**src/rtl/rc_servo_pkg.sv**
```systemverilog
// rc_servo_pkg: shared timing constants and decoder state encoding for R/C servo blocks
package rc_servo_pkg;
  localparam int CLK_DIV       = 98;
  localparam int TICKS_PER_MS  = 256;
  localparam int ZERO_TICKS    = TICKS_PER_MS;
  localparam int MIN_TICKS     = 128;
  localparam int MAX_TICKS     = 768;
  localparam int FRAME_TIMEOUT = 6400;
  typedef enum logic [1:0] {
    WAIT_LOW,
    WAIT_RISE,
    MEASURE
  } state_t;
endpackage

```
**src/rtl/rc_tick_gen.sv**
```systemverilog
// rc_tick_gen: prescaler producing a one-cycle tick every DIV clocks, with synchronous clear
module rc_tick_gen
  import rc_servo_pkg::*;
#(
  parameter int DIV = CLK_DIV
) (
  input  logic clk,
  input  logic rst,
  input  logic i_clr,
  output logic o_tick
);
  logic [6:0] r_cnt;
  assign o_tick = (r_cnt == 7'(DIV - 1));
  // count 0..DIV-1 and wrap; a clear restarts the period so the next tick is DIV clocks away
  always_ff @(posedge clk) begin
    if (rst || i_clr) r_cnt <= '0;
    else r_cnt <= o_tick ? '0 : r_cnt + 7'd1;
  end
endmodule

```
**src/rtl/rc_servo_pulse_decoder.sv**
```systemverilog
// rc_servo_pulse_decoder: measures R/C servo pulse width in ticks and maps it to an 8-bit position
module rc_servo_pulse_decoder
  import rc_servo_pkg::*;
#(
  parameter int CLK_DIV       = rc_servo_pkg::CLK_DIV,
  parameter int MIN_TICKS     = rc_servo_pkg::MIN_TICKS,
  parameter int ZERO_TICKS    = rc_servo_pkg::ZERO_TICKS,
  parameter int MAX_TICKS     = rc_servo_pkg::MAX_TICKS,
  parameter int FRAME_TIMEOUT = rc_servo_pkg::FRAME_TIMEOUT
) (
  input  logic       clk,
  input  logic       rst,
  input  logic       pulse_in,
  output logic [7:0] pos,
  output logic       pos_valid,
  output logic       pulse_err,
  output logic       signal_lost
);
  localparam logic [10:0] L_MIN  = 11'(MIN_TICKS);
  localparam logic [10:0] L_ZERO = 11'(ZERO_TICKS);
  localparam logic [10:0] L_FULL = 11'(ZERO_TICKS + 256);
  localparam logic [10:0] L_MAX  = 11'(MAX_TICKS);
  localparam logic [12:0] L_TO   = 13'(FRAME_TIMEOUT);

  logic r_sync1, r_sync2, r_prev, r_rise, r_fall;
  state_t r_state, w_next;
  logic [9:0] r_width;
  logic [12:0] r_to;
  logic r_lost, r_valid, r_err;
  logic [7:0] r_pos;
  logic w_tick, w_clr, w_valid, w_err;
  logic [10:0] w_eff;
  logic [7:0] w_pos;

  rc_tick_gen #(.DIV(CLK_DIV)) u_tick (
    .clk   (clk),
    .rst   (rst),
    .i_clr (w_clr),
    .o_tick(w_tick)
  );

  // a tick landing in the fall cycle completes the last period, so it counts toward the width
  assign w_eff = {1'b0, r_width} + {10'd0, w_tick};
  assign w_pos = (w_eff < L_ZERO) ? 8'd0 : (w_eff >= L_FULL) ? 8'hFF : w_eff[7:0] - L_ZERO[7:0];

  // two-flop synchronizer, previous-value flop, and registered edge strobes
  always_ff @(posedge clk) begin
    if (rst) begin
      r_sync1 <= 1'b1;
      r_sync2 <= 1'b1;
      r_prev  <= 1'b1;
      r_rise  <= 1'b0;
      r_fall  <= 1'b0;
    end else begin
      r_sync1 <= pulse_in;
      r_sync2 <= r_sync1;
      r_prev  <= r_sync2;
      r_rise  <= r_sync2 & ~r_prev;
      r_fall  <= ~r_sync2 & r_prev;
    end
  end

  // decoder state register
  always_ff @(posedge clk) begin
    r_state <= rst ? WAIT_LOW : w_next;
  end

  // next state and decode strobes; an overlong width wins over a coincident fall
  always_comb begin
    w_next  = r_state;
    w_clr   = 1'b0;
    w_valid = 1'b0;
    w_err   = 1'b0;
    case (r_state)
      WAIT_LOW: w_next = r_sync2 ? WAIT_LOW : WAIT_RISE;
      WAIT_RISE: begin
        w_clr  = r_rise;
        w_next = r_rise ? MEASURE : WAIT_RISE;
      end
      MEASURE: begin
        if (w_eff >= L_MAX) begin
          w_err  = 1'b1;
          w_next = WAIT_LOW;
        end else if (r_fall) begin
          w_valid = (w_eff >= L_MIN);
          w_err   = (w_eff < L_MIN);
          w_next  = WAIT_RISE;
        end
      end
      default: w_next = WAIT_LOW;
    endcase
  end

  // width counter advances one per tick while measuring
  always_ff @(posedge clk) begin
    if (rst || w_clr) r_width <= '0;
    else if (r_state == MEASURE && w_tick) r_width <= r_width + 10'd1;
  end

  // registered outputs; pos only moves on a valid decode
  always_ff @(posedge clk) begin
    if (rst) begin
      r_pos   <= '0;
      r_valid <= 1'b0;
      r_err   <= 1'b0;
    end else begin
      r_valid <= w_valid;
      r_err   <= w_err;
      if (w_valid) r_pos <= w_pos;
    end
  end

  // frame timeout: saturating tick count since the last valid decode
  always_ff @(posedge clk) begin
    if (rst) begin
      r_to   <= '0;
      r_lost <= 1'b1;
    end else if (w_valid) begin
      r_to   <= '0;
      r_lost <= 1'b0;
    end else if (w_tick && r_to != L_TO) begin
      r_to   <= r_to + 13'd1;
      r_lost <= r_lost | (r_to == L_TO - 13'd1);
    end
  end

  assign pos         = r_pos;
  assign pos_valid   = r_valid;
  assign pulse_err   = r_err;
  assign signal_lost = r_lost;
endmodule

```
**config.mk**
```make
export PLATFORM = sky130hd
export DESIGN_NAME = rc_servo_pulse_decoder
export DESIGN_NICKNAME = d
export VERILOG_FILES = /design/src/rtl/rc_servo_pkg.sv /design/src/rtl/rc_tick_gen.sv /design/src/rtl/rc_servo_pulse_decoder.sv
export SDC_FILE = /design/constraint.sdc
export NUM_CORES = 1
export LEC_CHECK = 0
export ABC_CLOCK_PERIOD_IN_PS = 2900
export CAP_MARGIN = 20
export CORE_AREA = 2 2 70 72
export DETAILED_ROUTE_END_ITERATION = 8
export DIE_AREA = 0 0 72 74
export PLACE_DENSITY_LB_ADDON = 0.1
export REMOVE_ABC_BUFFERS = 1
export SYNTH_ARGS = -nofsm -noshare
export SYNTH_HDL_FRONTEND = slang
export SYNTH_SLANG_ARGS = --single-unit
export TNS_END_PERCENT = 1
```
**constraint.sdc**
```tcl
create_clock -name clk -period 2.9 [get_ports clk]
set_input_delay 0.29 -clock clk [delete_from_list [all_inputs] [get_ports clk]]
set_output_delay 0.29 -clock clk [all_outputs]
set_load 0.05 [all_outputs]
```
==> results.yml <==
run_status:
  status: "complete, no violations"
route:
  wl_per_cell_um: 13.30
  drc: 0
  vias: 1749
  ant_nets: 0
  dr.pass1.iters: 4
  drtIter0Drc: 74
  via_per_inst: 5.382
  routed_wl_um: 4322
sta:
  worst_pin_slew_ns: 0.5186
  period_share_pct: 95.19
  relSlewSlack_pct: 65.32
  finalSetupViolCount: 0
  slew_violations: 0
  finalHoldViolCount: 0
  period_needed_ns: 2.761
  max_freq_mhz: 362.2
  finClkSkew_ns: 0.007863
logic_synthesis:
  ys_warn_count: 0
  synthAdderAreaFrac_pct: 3.763
  synth.cell_area_um2: 2327
  synthMuxAreaShare_pct: 2.581
  synth-main-ff-cell: "dfxtp_1"
  synth-simple-area-share_pct: 25.81
  synth-seq-cells: 48
  synth_xor_area_share_pct: 11.61
  async_flop_share_pct: 0
  synthCells: 254
  synth_edf_count: 0
  ys_types: 42
  syn_avg_cell_area_um2: 9.162
  synth_compound_area_share_pct: 11.08
  synth_top_family_by_area: "simple AND/OR/NAND/NOR gates"
  ys_seq_area_share_pct: 41.29
placement:
  place_inst: 316
  gp_congestion: 0.7779
  post-dp-hpwl_um: 3080
  port_buffers: 13
critical_path:
  required_ns: 3.13
  path_max_fanout: 4
  cp.arrival_ns: 3.00
  end_kind: "flip-flop"
  critPathLaunchType: "flip-flop"
  worstSetupPathType: "flip-flop to flip-flop"
  critPathLaunch: "u_tick.r_cnt[1]"
  r2r_start: "u_tick.r_cnt[1]"
clocking:
  cts_tree: "built"
  cts_max_level: 2
  root_buffer: "clkbuf_8"
  clk_latency_ns: 0.30
  numClockSinks: 48
  clk_pin_slew_ns: 0.09
  clockBufferDepth: 2
  cts_hold_buf: 0
  cts_buffers: 5
floorplan:
  die_width_um: 72
  die_h_um: 74
  io_pins: 14
  start_util_pct: 50.61
  die_area_um2: 5328
  core_region_area_um2: 4598
  row_count: 25
grt:
  gr-usage-all-layers_pct: 17.80
  grt_pass1_vias: 1616
  antenna_found_initial: 0
  overflow: 0
  grt_first_pass_wirelength_um: 7417
  grt_max_degree: 23
cells_and_area:
  instances_no_fill: 325
  n_antenna_cell: 0
  fin_util_pct: 57.88
  syn_to_final_growth_pct: 14.35
  fillerInstances: 415
  drive_gt1_share_pct: 16.61
  multi_input_area_um2: 1299
  finalNetCount: 280
  register_area_um2: 962.2
power:
  cellPowerDensity_nw_per_um2: 440.8
  finalPower_uw: 1173
  vdd_drop_max_uv: 263.0
  leakage_uw: 0.0009731
hold_path:
  holdCritStartpoint: "r_sync1"
  min_path_type: "flip-flop to flip-flop"
job:
  maxCapViolations: 0
[cells in the mapped netlist (6+ instances only)]
cell / number / area [um^2]
dfxtp_1: 48 / 960.9
nor2_1: 33 / 123.9
a21oi_1: 21 / 105.1
xnor2_1: 16 / 140.1
nor3_1: 15 / 75.07
nand2_1: 14 / 52.55
xor2_1: 13 / 113.9
ha_1: 7 / 87.58
nand3_1: 7 / 35.03
inv_1: 6 / 22.52
nand4_1: 6 / 37.54
[area by class of cell]
cell class	instances	share of cell area (%)
Clock buffer	6	2.727
Sequential cell	48	36.15
Clock inverter	2	1.316
Inverter	6	0.8463
Timing Repair Buffer	21	7.616
Multi-Input combinational cell	188	48.80
Tap cell	54	2.539
[metal layers]
metal | vias to the layer above | global-route usage [%] | wire length (um)
li1 | 903 | - | -
met1 | 813 | 23.99 | 2135
met2 | 23 | 27.98 | 1977
met3 | 10 | 4.336 | 123
met4 | 0 | 6.499 | 85
met5 | - | 0 | 0
[power by group]
group | internal, uW | total [uW] | switching (uW)
clock network | 256 | 472 | 216
registers | 665 | 670 | 4.67
logic | 13.0 | 31.3 | 18.3
[through the flow]
stage                     setup WS (ns)  TNS [ns]  cell area (um^2)  hold slack, ns
after floorplan                -0.08863    -1.073              2260          0.3546
after global placement           0.1450         0              2522          0.3938
after detailed placement        0.08731         0              2522          0.3945
after CTS                       0.07019         0              2630          0.4326
after global routing           -0.01041  -0.01041              2661          0.4376
final                            0.1394         0              2661          0.4233
[flip-flops by register name, summed over array words and instances, names as in the netlist]
signal,cells
r_sync1,1
r_rise,1
u_tick.r_cnt,7
pulse_err,1
r_sync2,1
r_state,2
r_prev,1
signal_lost,1
r_to,13
r_width,10
pos_valid,1
pos,8
r_fall,1
[final timing paths]
check | end | slack, ns | depth (start not counted)
max | pos[7] | 0.14 | 12
min | r_sync2 | 0.42 | 1
min reg2reg | r_sync2 | 0.42 | 1
max reg2reg | pos[7] | 0.14 | 12
[worst max-delay path, cell delays in order, from the launching register on]
cell and delay, ns:
dfxtp_1 0.33, inv_1 0.05, ha_1 0.13, nand2_1 0.13, nor3_4 0.25, ha_2 0.22, ha_2 0.19, nand3_2 0.12
nor2_4 0.16, mux2_4 0.34, a21o_1 0.21, or4_4 0.53, o21ai_2 0.06
[logic make-up (layout without fill, tap and decap cells)]
kind of cell    count (synthesis)  after routing
simple gates                  107            107
xor+xnor                       30             30
fa+ha+maj                       7              7
compound gates                 39             39
flops                          48             48
mux                             5              5
buf+inv                        18             35
[timing repair]
action / in CTS / in global routing
endpoints found under the setup margin: 0 / 22
resized for setup: 0 / 6
buffers inserted: 0 / 1
[layout by cell type, fill, tap and decap left out, types with 6 or more instances in the layout]
master / count
nand4_1: 6
inv_1: 6
dfxtp_1: 47
nand3_1: 7
clkdlybuf4s50_1: 13
buf_4: 7
xor2_1: 13
a21oi_1: 21
nand2_1: 14
nor3_1: 14
nor2_1: 33
xnor2_1: 16
(Power assumes the default switching activity.)
